[src/rtl/nonce_collector.sv]
// Collects winning nonces from the hash/target comparator into a small FWFT FIFO
// and keeps per-job hash/find statistics with sticky overflow reporting.
module nonce_collector #(
  parameter int DEPTH = 4,
  parameter int AW    = 2
) (
  input  logic          clk,
  input  logic          rst,
  input  logic          flush,
  input  logic [7:0]    job_id,
  input  logic          found,
  input  logic          busy,
  input  logic [31:0]   nonce,
  output logic          out_valid,
  input  logic          out_ready,
  output logic [31:0]   out_nonce,
  output logic [7:0]    out_job,
  output logic [AW:0]   level,
  output logic          overflow,
  output logic [31:0]   hash_cnt,
  output logic [15:0]   found_cnt
);

  localparam logic [AW:0]   LVL_FULL = (AW + 1)'(DEPTH);
  localparam logic [AW:0]   LVL_ONE  = (AW + 1)'(1);
  localparam logic [AW-1:0] PTR_ONE  = AW'(1);

  logic [31:0]   mem [DEPTH];
  logic [AW-1:0] rd_ptr;
  logic [AW-1:0] wr_ptr;
  logic [31:0]   last_nonce;
  logic          last_valid;
  logic [31:0]   last_out;
  logic [7:0]    cur_job;

  logic cap, dup, is_new, full, empty, pop, push, drop;

  always_comb begin
    cap    = 1'b0;
    dup    = 1'b0;
    is_new = 1'b0;
    full   = 1'b0;
    empty  = 1'b0;
    pop    = 1'b0;
    push   = 1'b0;
    drop   = 1'b0;
    cap    = busy & found & ~flush;
    dup    = cap & last_valid & (nonce == last_nonce);
    is_new = cap & ~dup;
    full   = (level == LVL_FULL);
    empty  = (level == '0);
    pop    = ~empty & out_ready & ~flush;
    push   = is_new & (~full | pop);
    drop   = is_new & full & ~pop;
  end

  // Handshake: head entry transfers on any rising edge where out_valid and out_ready are both high.
  assign out_valid = ~empty;
  // Head is read straight from storage; last_out keeps the display stable once drained.
  assign out_nonce = empty ? last_out : mem[rd_ptr];
  assign out_job   = cur_job;

  always_ff @(posedge clk) begin
    if (push && !rst) mem[wr_ptr] <= nonce;
  end

  always_ff @(posedge clk) begin
    if (rst) begin
      rd_ptr     <= '0;
      wr_ptr     <= '0;
      level      <= '0;
      overflow   <= 1'b0;
      hash_cnt   <= '0;
      found_cnt  <= '0;
      last_nonce <= '0;
      last_valid <= 1'b0;
      last_out   <= '0;
      cur_job    <= '0;
    end else if (flush) begin
      rd_ptr     <= '0;
      wr_ptr     <= '0;
      level      <= '0;
      overflow   <= 1'b0;
      hash_cnt   <= '0;
      found_cnt  <= '0;
      last_valid <= 1'b0;
      last_out   <= '0;
      cur_job    <= job_id;
    end else begin
      if (push) wr_ptr <= wr_ptr + PTR_ONE;
      if (pop) begin
        rd_ptr   <= rd_ptr + PTR_ONE;
        last_out <= mem[rd_ptr];
      end
      if (push && !pop)      level <= level + LVL_ONE;
      else if (pop && !push) level <= level - LVL_ONE;
      if (drop) overflow <= 1'b1;
      if (busy) hash_cnt <= hash_cnt + 32'd1;
      // Dropped finds still count, so found_cnt reflects what the comparator saw.
      if (is_new) begin
        last_nonce <= nonce;
        last_valid <= 1'b1;
        if (found_cnt != 16'hFFFF) found_cnt <= found_cnt + 16'd1;
      end
    end
  end

endmodule
[config.mk]
export PLATFORM = sky130hd
export DESIGN_NAME = nonce_collector
export DESIGN_NICKNAME = d
export VERILOG_FILES = /design/src/rtl/nonce_collector.sv
export SDC_FILE = /design/constraint.sdc
export NUM_CORES = 1
export LEC_CHECK = 0
export ABC_AREA = 1
export CORE_ASPECT_RATIO = 0.9
export CORE_MARGIN = 2
export CORE_UTILIZATION = 40
export CTS_BUF_LIST = sky130_fd_sc_hd__clkbuf_4
export CTS_CLUSTER_SIZE = 16
export DETAILED_ROUTE_END_ITERATION = 16
export DONT_BUFFER_PORTS = 1
export PLACE_DENSITY_LB_ADDON = 0.2
export SYNTH_ARGS = -nofsm -noshare
export SYNTH_HDL_FRONTEND = slang
export SYNTH_SLANG_ARGS = --single-unit
[constraint.sdc]
create_clock -name clk -period 3.4 [get_ports clk]
set_clock_uncertainty 0.1 [all_clocks]
set_input_delay 0.34 -clock clk [delete_from_list [all_inputs] [get_ports clk]]
set_output_delay 0.34 -clock clk [all_outputs]
set_load 0.01 [all_outputs]
=== Word level (Yosys, flattened, before mapping) ===
Memories as Yosys holds them, arrays and structs flattened. A register that Yosys moved wholly into a read port is not among the register bits.
Cells that the tools add are included.

* Register bits: 129
* RAM bits: 128
* Output and inout bits: 93
* Word-level logic and storage cells: 54
* Memories kept: 1

{| class="wikitable"
|+ Memory list
! memory !! words !! bits a word !! read ports !! clocked after memory_dff !! write ports !! line !! text
|-
| mem || 4 || 32 || 1 || 1 || 1 || 28 || <nowiki>logic [31:0] mem [DEPTH];</nowiki>
|}

* Add/sub/neg operators: 6
* Eq/ne operators: 3
* Multiplexer cells: 7
* Bitwise logic cells: 16
* Reductions and logical operators: 11

{| class="wikitable"
|+ Operators with widths
! kind !! count
|-
| adder 32 x 1 -> 32 bit (second input constant) || 1
|-
| == test 32 bit || 1
|-
| two-way mux 32 bit || 1
|-
| adder 16 x 1 -> 16 bit (second input constant) || 1
|-
| inequality test 16 bit (second input constant) || 1
|-
| bitwise AND 1 bit || 10
|-
| two-way mux 3 bit || 2
|-
| NOT 1 bit || 5
|-
| adder 2 x 1 -> 2 bit (second input constant) || 2
|-
| two-way mux 2 bit || 2
|-
| AND reduction 2 bit || 2
|-
| adder 3 x 1 -> 3 bit (second input constant) || 1
|-
| == test 3 bit (second input constant) || 1
|-
| logical AND 1 bit || 3
|-
| logical NOT 1 bit || 3
|-
| logical NOT 3 bit || 1
|-
| subtractor 3 x 1 -> 3 bit (second input constant) || 1
|-
| two-way mux 1 bit || 2
|-
| nonzero test 2 bit || 1
|-
| OR reduction 2 bit || 1
|-
| bitwise OR 1 bit || 1
|}

=== Logic depth before layout (Yosys ltp) ===
Gate-level depths: netlist of the first run.

* Depth in word-level cells: 11
* Depth in mapped cells: 18

=== Least setup slack after synthesis of the first run ===
No wires, ideal clock.

* Kind: input-to-reg
* Start point: in nonce[15]
* End point: mem mem[0][0], enable pin
* Setup time: 421 ps
* Data arrival time: 2654 ps
* Data required time: 2879 ps
* Slack: 225 ps
* Cell stages on the path: 11
* Cells stage by stage: inv_1 -> or2_2 -> nand3_1 -> nor2_1 -> nand2_1 -> nor2_1 -> nand2_2 -> nand3_1 -> inv_1 -> nand2_1 -> nor2_1

* Cells in the longest elaborated chain, start to end: 8

{| class="wikitable"
|+ Ends and longest elaborated chain
! element !! line !! text
|-
| from (decl) || 13 || <nowiki>input logic [31:0] nonce,</nowiki>
|-
| == test 32 bit || 48 || <nowiki>dup = cap & last_valid & (nonce == last_nonce);</nowiki>
|-
| bitwise AND 1 bit || 48 ||
|-
| NOT 1 bit || 49 || <nowiki>is_new = cap & ~dup;</nowiki>
|-
| bitwise AND 1 bit || 49 ||
|-
| bitwise AND 1 bit || 53 || <nowiki>push = is_new & (~full | pop);</nowiki>
|-
| logical AND 1 bit || 64 || <nowiki>if (push && !rst) mem[wr_ptr] <= nonce;</nowiki>
|-
| two-way mux 1 bit || 64 ||
|-
| two-way mux 1 bit (implied by the code) || 64 ||
|-
| to (decl) || 28 ||
|}

Every way passes these cells.

==> metrics.md, run 1 <==
| Metric | Value |
|---|---|
| Clock Path Buffers | 3 |
| Post-DP HPWL | 16980 um |
| Core Area | roughly 27000 um^2 |
| Clk_lat worst skew | 640 ps |
| CP Capture Type | output pin |
| First-pass detailed-route iteration total | 5 |
| Final Util | between 40% and 50% |
| RSZ-0062 raised after global routing | false |
| P_sw | ~1.6 mW |
| Mapped cell area | 11130 um^2 |
| Worst rel slew slack | a little under half |
| DR WL/cell | around 16 um |
| Status | finished clean |
| Vias in the first global route | between 8000 and 9000 |
| Slew Viols, Final | 0 |
| Tot Pwr | ~6.7 mW |
| Cells after Synth | 1260 |
| Seq pwr share | 50.2% |
| Nets@finish | roughly 1400 |
| Yosys warns | 0 |
| Grt total ovfl | 0 |
| Filler instances | between 2000 and 3000 |
| Initial antenna violation count | 1 |
| Worst hold-check path type | in2reg |
| Post-Syn Nets | roughly 1300 |
| Pleak | between 4 and 5 nW |
| PortBufs | 0 |
| Final setup viols | 0 |
| H-tree levels | 3 |
| Max Cap Viol | 0 |
| Antenna Violating Nets Remaining | 0 |
| Worst-path clk slew | roughly 50 ps |
| All-Layer GR Usage | between 10% and 20% |
| Crit Path Class | reg2out |
| DRC | 0 |
| Syn avg cell area | just under 9 um^2 |
| Pre-CTS setup slack | between 800 and 900 ps |
| Setup ws final | a little under 400 ps |
| CTS Sinks | 259 |
| Max IR drop VDD | roughly 0.25 mV |
| Yosys cell types | 40 |
| Fmax | 333.0 MHz |
| Setup TNS Final | 0 ps |
| Area grow syn2layout | 17.78% |
| Largest net degree at the start of global routing | between 60 and 70 |
| Tcrit/Tclk final | between 80% and 90% |
| CTS tree | built |
| Period minus WS final | between 3000 and 4000 ps |
| Die ar. | ~29000 um^2 |
| Fraction of layout cells with a size suffix above 1 | a little under an eighth |
| Inserted Clock Buffers | roughly 70 |
| RD Place Congestion | approximately 0.84 |
| Register area share after synthesis | 58.09% |
| Internal | between 5 and 6 mW |
| Initial drt markers | approximately 630 |
| Startpoint types | flop |
| WL final | roughly 29000 um |
| Ports | ~140 |
| Initial Utilization | 40.96% |
| Slew @ Worst Pin | 805.7 ps |
| P per Cell Area | between 500 and 600 nW/um^2 |
| Sw Share | 23.34% |
| Post-DR vias/cell | about 5 |
| DR vias | about 8800 |
| Largest fanout on the critical path | 38 |
| Clock share of power | between 40 and 50% |
| Row count | 57 |
| Data arrival time of the critical path | between 2000 and 3000 ps |
| Die Span X | roughly 180 um |
| CP required | around 3000 ps |
| Comb power frac | between 5 and 6% |
| Die height | 162.3 um |
| Final hold violations | 0 |
| Root Driver | clkbuf_4 |
| First-pass GRT wire length | approximately 46000 um |
| Seq cells post-synth | roughly 260 |
## layout make-up
type,instances,area (um^2),area share [%]
clock inverters,20,136.4,1.040
repair buffers,78,758.2,5.784
multi-input cells,818,3993,30.45
clock buffers,112,840.8,6.413
diodes,1,2.502,0.01909
inverters,125,469.2,3.579
well taps,354,442.9,3.379
flip-flops and latches,259,6467,49.33
## logic make-up after synthesis
| kind of cell | after synthesis | synth area share (%) |
|---|---|---|
| compound gates | 286 | 13.33 |
| simple gates | 487 | 18.30 |
| buf+inv | 183 | 6.396 |
| xor+xnor | 37 | 2.911 |
| fa+ha+maj | 8 | 0.9667 |
| flops | 259 | 58.09 |
## critical path, stage by stage (launching register included)
cell	delay [ps]
dfxtp_2	320
clkinv_1	620
buf_12	450
o21ai_0	190
o22ai_1	90
inv_1	120
a21oi_1	130
## cells in the mapped netlist
master / count / area share, %
buf_4: 3 / 0.20
clkbuf_1: 47 / 1.6
nand2_1: 137 / 4.6
nand3_1: 23 / 1.0
clkinv_1: 3 / 0.10
dfxtp_1: 131 / 24
o21a_1: 1 / 0.067
buf_1: 2 / 0.067
nand2_2: 4 / 0.22
ha_1: 7 / 0.79
or2_1: 1 / 0.056
xnor2_1: 17 / 1.3
edfxtp_1: 128 / 35
nor2_2: 1 / 0.056
nor3_1: 13 / 0.58
nor3_4: 1 / 0.15
nor2_1: 266 / 9.0
o41ai_1: 1 / 0.079
nand3_2: 1 / 0.090
nor3_2: 2 / 0.18
buf_6: 1 / 0.10
or3_1: 1 / 0.056
a211oi_1: 1 / 0.067
nand4_1: 28 / 1.6
fa_1: 1 / 0.18
nor2_4: 1 / 0.10
o21ai_1: 25 / 1.1
nor4_1: 3 / 0.17
nand4_4: 1 / 0.19
inv_2: 4 / 0.13
or2_2: 1 / 0.056
o21ai_0: 124 / 5.6
o22ai_1: 33 / 1.9
xor2_1: 20 / 1.6
and3_1: 1 / 0.056
nor3b_1: 2 / 0.13
buf_2: 5 / 0.22
a31oi_1: 2 / 0.11
inv_1: 118 / 4.0
a21oi_1: 99 / 4.5
## routing by layer
metal	GRT usage (%)	wire length, um
met1	26.49	13420
met2	30.34	12620
met3	5.067	1943
met4	7.761	596
met5	0	0
## flip-flops by register name, indices dropped and copies added (netlist names), named ones only
name / cells
mem: 128
rd_ptr: 2
level: 3
last_nonce: 32
found_cnt: 16
last_out: 32
wr_ptr: 2
overflow: 1
hash_cnt: 32
out_job: 8
last_valid: 1
## repair_timing
item	CTS	global route
endpoints found under the hold margin	200	0
hold buffers	59	0
gates resized for setup	0	0
setup buffers	0	0
## placed cells by master, fill, tap and decap left out, drive strengths merged, types with 20 or more instances in the layout
master	synthesis	routed
dlygate4sd3	0	59
o22ai	33	33
o21ai	149	149
nand4	29	29
nor2	268	268
xor2	20	20
nand3	24	24
a21oi	99	99
edfxtp	128	128
inv	122	125
dfxtp	131	131
clkbuf	47	112
nand2	141	141
## stage by stage
step | hold slack (ps) | cells | cell area [um^2]
finish | 71.10 | 1767 | 13110
global route | 79.14 | 1767 | 13110
detailed placement | 336.4 | 1575 | 11540
global placement | 329.3 | 1575 | 11540
CTS | 15.62 | 1766 | 13110
floorplan | 312.2 | 1260 | 11130
## power groups by stage
stage,registers (mW),logic (mW),clock network (mW)
final,3.34,0.381,2.94
after CTS,3.34,0.382,3.05
after detailed placement,3.41,0.299,0
after floorplan,3.41,0.241,0
after global placement,3.41,0.295,0
after global routing,3.35,0.435,3.20
## final timing paths
kind | start | to | slack, ps | cells past startpoint
setup / recovery | flop | out_nonce[0] | 400 | 6
hold / removal | busy | wr_ptr[1] | 70 | 5
setup reg to reg | level[0] | level[2] | 830 | 13
hold reg to reg | rd_ptr[1] | rd_ptr[1] | 350 | 1
No activity file was read; power rests on OpenSTA's default activity.
==> run 2, diff against run 1 <==
--- a/config.mk
+++ b/config.mk
@@ -13,6 +13,7 @@
 export CTS_CLUSTER_SIZE = 16
 export DETAILED_ROUTE_END_ITERATION = 16
 export DONT_BUFFER_PORTS = 1
+export GPL_TIMING_DRIVEN = 0
 export PLACE_DENSITY_LB_ADDON = 0.2
 export SYNTH_ARGS = -nofsm -noshare
 export SYNTH_HDL_FRONTEND = slang
==> run 2 against run 1 <==
Against the previous run: core utilization up 0.060 points; via count up 3.7%; worst hold slack better by 53 ps; critical path depth unchanged; sequential power about the same; final area up 0.12%; critical path type unchanged; largest power group unchanged.
==> metrics.md, run 2 (synthesis results as in run 1) <==
| Metric | Value |
|---|---|
| Status | finished clean |
| Commonest non-fill, non-tap cell in the layout | nor2_1 |
| First-pass GRT wire length | 48410 um (+6.2%) |
| Worst rel slew slack | 46.71% (+0.75 points) |
| Tcrit/Tclk final | 92.85% (+4.5 points) |
| H-tree levels | 3 (unchanged) |
| Row count | 57 (unchanged) |
| CTS tree | built |
| Fraction of layout cells with a size suffix above 1 | 9.959% (-1.6 points) |
| Hold endpoint | last_nonce[0] |
| Post-DR vias/cell | 5.074 (+1.7%) |
| Post-DP HPWL | 19790 um (+17%) |
| Initial antenna violation count | 1 (unchanged) |
| Vias in the first global route | 8751 (+4.9%) |
| DP Cell Count | 1618 (+2.7%) |
| Ports | 139 (unchanged) |
| Placed cell area | 11690 um^2 (+1.3%) |
| Post-route insts no fill | 1801 (+1.9%) |
| CP peak stage delay | 500 ps (-120 ps) |
| Filler instances | 2633 (-0.38%) |
| Largest register FFs | 128 (unchanged) |
| RSZ-0062 raised after global routing | false |
| Die ar. | 29180 um^2 (unchanged) |
| Cell area after layout | 13130 um^2 (+0.12%) |
| Final hold violations | 0 (unchanged) |
| Die height | 162.3 um (unchanged) |
| Die Span X | 179.8 um (unchanged) |
| Startpoint types | flop |
| CP required | 2960 ps (about the same) |
| Largest delay contributor family on the critical path | buffers and inverters |
| Post-CTS setup buffer count | 0 (unchanged) |
| CP max stage cell | dfxtp_1 |
| DRC | 0 (unchanged) |
| WL final | 30960 um (+8.3%) |
| Reg2Reg Capture Point | mem[3][16] |
| Core Area | 27170 um^2 (unchanged) |
| R2r setup slk | 270 ps (-560 ps) |
| Nets@finish | 1444 (+2.6%) |
| Area grow syn2layout | 17.93% |
| Final setup viols | 0 (unchanged) |
| Grt total ovfl | 0 (unchanged) |
| First-pass detailed-route iteration total | 5 (unchanged) |
| Inserted Clock Buffers | 72 (+1.4%) |
| CP Capture Type | output pin |
| Clk_lat worst skew | 680 ps (+40 ps) |
| PortBufs | 0 (unchanged) |
| Critical-path cell list | nor2_1, nand2_1, clkbuf_2, clkbuf_1, nor2_1, a21oi_1 |
| Max IR drop VDD | 0.2276 mV (-9.1%) |
| Max Cap Viol | 0 (unchanged) |
| Antenna Violating Nets Remaining | 0 (unchanged) |
| Setup TNS Final | 0 ps (unchanged) |
| Hold Startpoint | rst |
| Commonest non-fill, non-tap cells in the layout | 262 x nor2_1, 137 x nand2_1, 131 x dfxtp_1 |
| Worst-path clk slew | 60 ps (about the same) |
| RD Place Congestion | 0.8851 (+5.6%) |
| Fmax | 316.8 MHz (-4.9%) |
| P per Cell Area | 499.7 nW/um^2 (-1.7%) |
| Slew Viols, Final | 0 (unchanged) |
| Initial drt markers | 669 (+6.5%) |
| Slew @ Worst Pin | 799.4 ps (-6.286 ps) |
| Reg area | 6466 um^2 (about the same) |
| Root Driver | clkbuf_4 |
| Area of the multi-input gates | 3983 um^2 (-0.25%) |
| RR Startpoint | level[0] |
| DR WL/cell | 17.19 um (+6.3%) |
| Pleak | 4.847 nW (-1.2%) |
| Worst hold-check path type | in2reg |
| Period minus WS final | 3157 ps (+153.8 ps) |
| Buf/Inv on CP | 2 (-1) |
| DR vias | 9139 (+3.7%) |
| Initial Utilization | 40.96% (unchanged) |
| CTS Sinks | 259 (unchanged) |
| Worst Hold Path Cells | 4 (-1) |
| Largest fanout on the critical path | 10 (-74%) |
| Reg with most FFs | mem |
| Clock Path Buffers | 3 (unchanged) |
| Crit Path Class | reg2out |
| Largest net degree at the start of global routing | 23 (-65%) |
| FF-to-FF path depth | 9 (-4) |
| All-Layer GR Usage | 21.19% (+1.6 points) |
| Data arrival time of the critical path | 2720 ps (+160 ps) |
| Most frequent CP cell | nor2_1 |
## run 2: cell count changes in the layout (fill, tap and decap cells not counted), moves of 2 or more
cell,change
clkinv_1,+10
buf_1,+2
dlygate4sd3_1,-7
clkinv_2,-2
clkbuf_1,+45
clkbuf_2,+2
clkbuf_4,-7
buf_4,-14
buf_2,+5
## run 2: worst max-delay path by stage
stage                          from            end  slack, ps  depth (start not counted)
after floorplan           nonce[15]      mem[0][0]        230                         11
after global placement     level[0]     mem[3][16]      -1500                          8
after detailed placement   level[0]     mem[3][16]        290                          9
after CTS                  level[0]  out_nonce[21]        180                          6
after global routing       level[0]      mem[3][7]         20                          9
final                      level[0]  out_nonce[21]        240                          6
## run 2: area by class of cell
cell class                      instances  area share [%]
Sequential cell                       259           49.26
Multi-Input combinational cell        818           30.34
Clock buffer                          105           6.005
Timing Repair Buffer                   56           4.633
Inverter                              125           3.575
Tap cell                              354           3.374
Buffer                                 58           1.868
Clock inverter                         25          0.9246
Antenna cell                            1         0.01906
## run 2: worst register-to-register path, delay by kind of cell (launching register included)
family	cells	cell delay (ps)
buf+inv	2	370
flops	1	500
simple gates	7	1810
## run 2: power breakdown
| part | leakage (nW) | internal, mW | switching, mW | total [mW] |
|---|---|---|---|---|
| clock network | 0.543 | 1.50 | 1.31 | 2.81 |
| logic | 2.09 | 0.137 | 0.266 | 0.403 |
| registers | 2.21 | 3.31 | 0.0305 | 3.35 |
| total | 4.85 | 4.95 | 1.61 | 6.56 |
## run 2: what timing repair did
item,in CTS,in global routing
gates resized for setup,2,0
hold endpoints to repair,184,0
hold buffers,52,0
setup endpoints to repair,9,0
## run 2: stage by stage
stage,util (%),worst slack (ps),hold slack (ps),power [mW]
6_report,48.31,243.0,124.3,6.559
5_1_grt,48.31,24.00,145.6,6.860
4_1_cts,48.30,177.1,90.30,6.641
3_5_place_dp,43.03,294.0,339.1,3.741
3_3_place_gp,42.59,-1504,331.9,3.733
2_1_floorplan,-,225.2,312.2,3.649
## run 2: routing by layer
metal	GRT usage, %	up-vias	wire [um]
li1	-	4550	-
met5	0	-	0
met4	7.280	0	620
met2	32.78	301	13920
met1	29.08	4238	13860
met3	5.381	50	2562
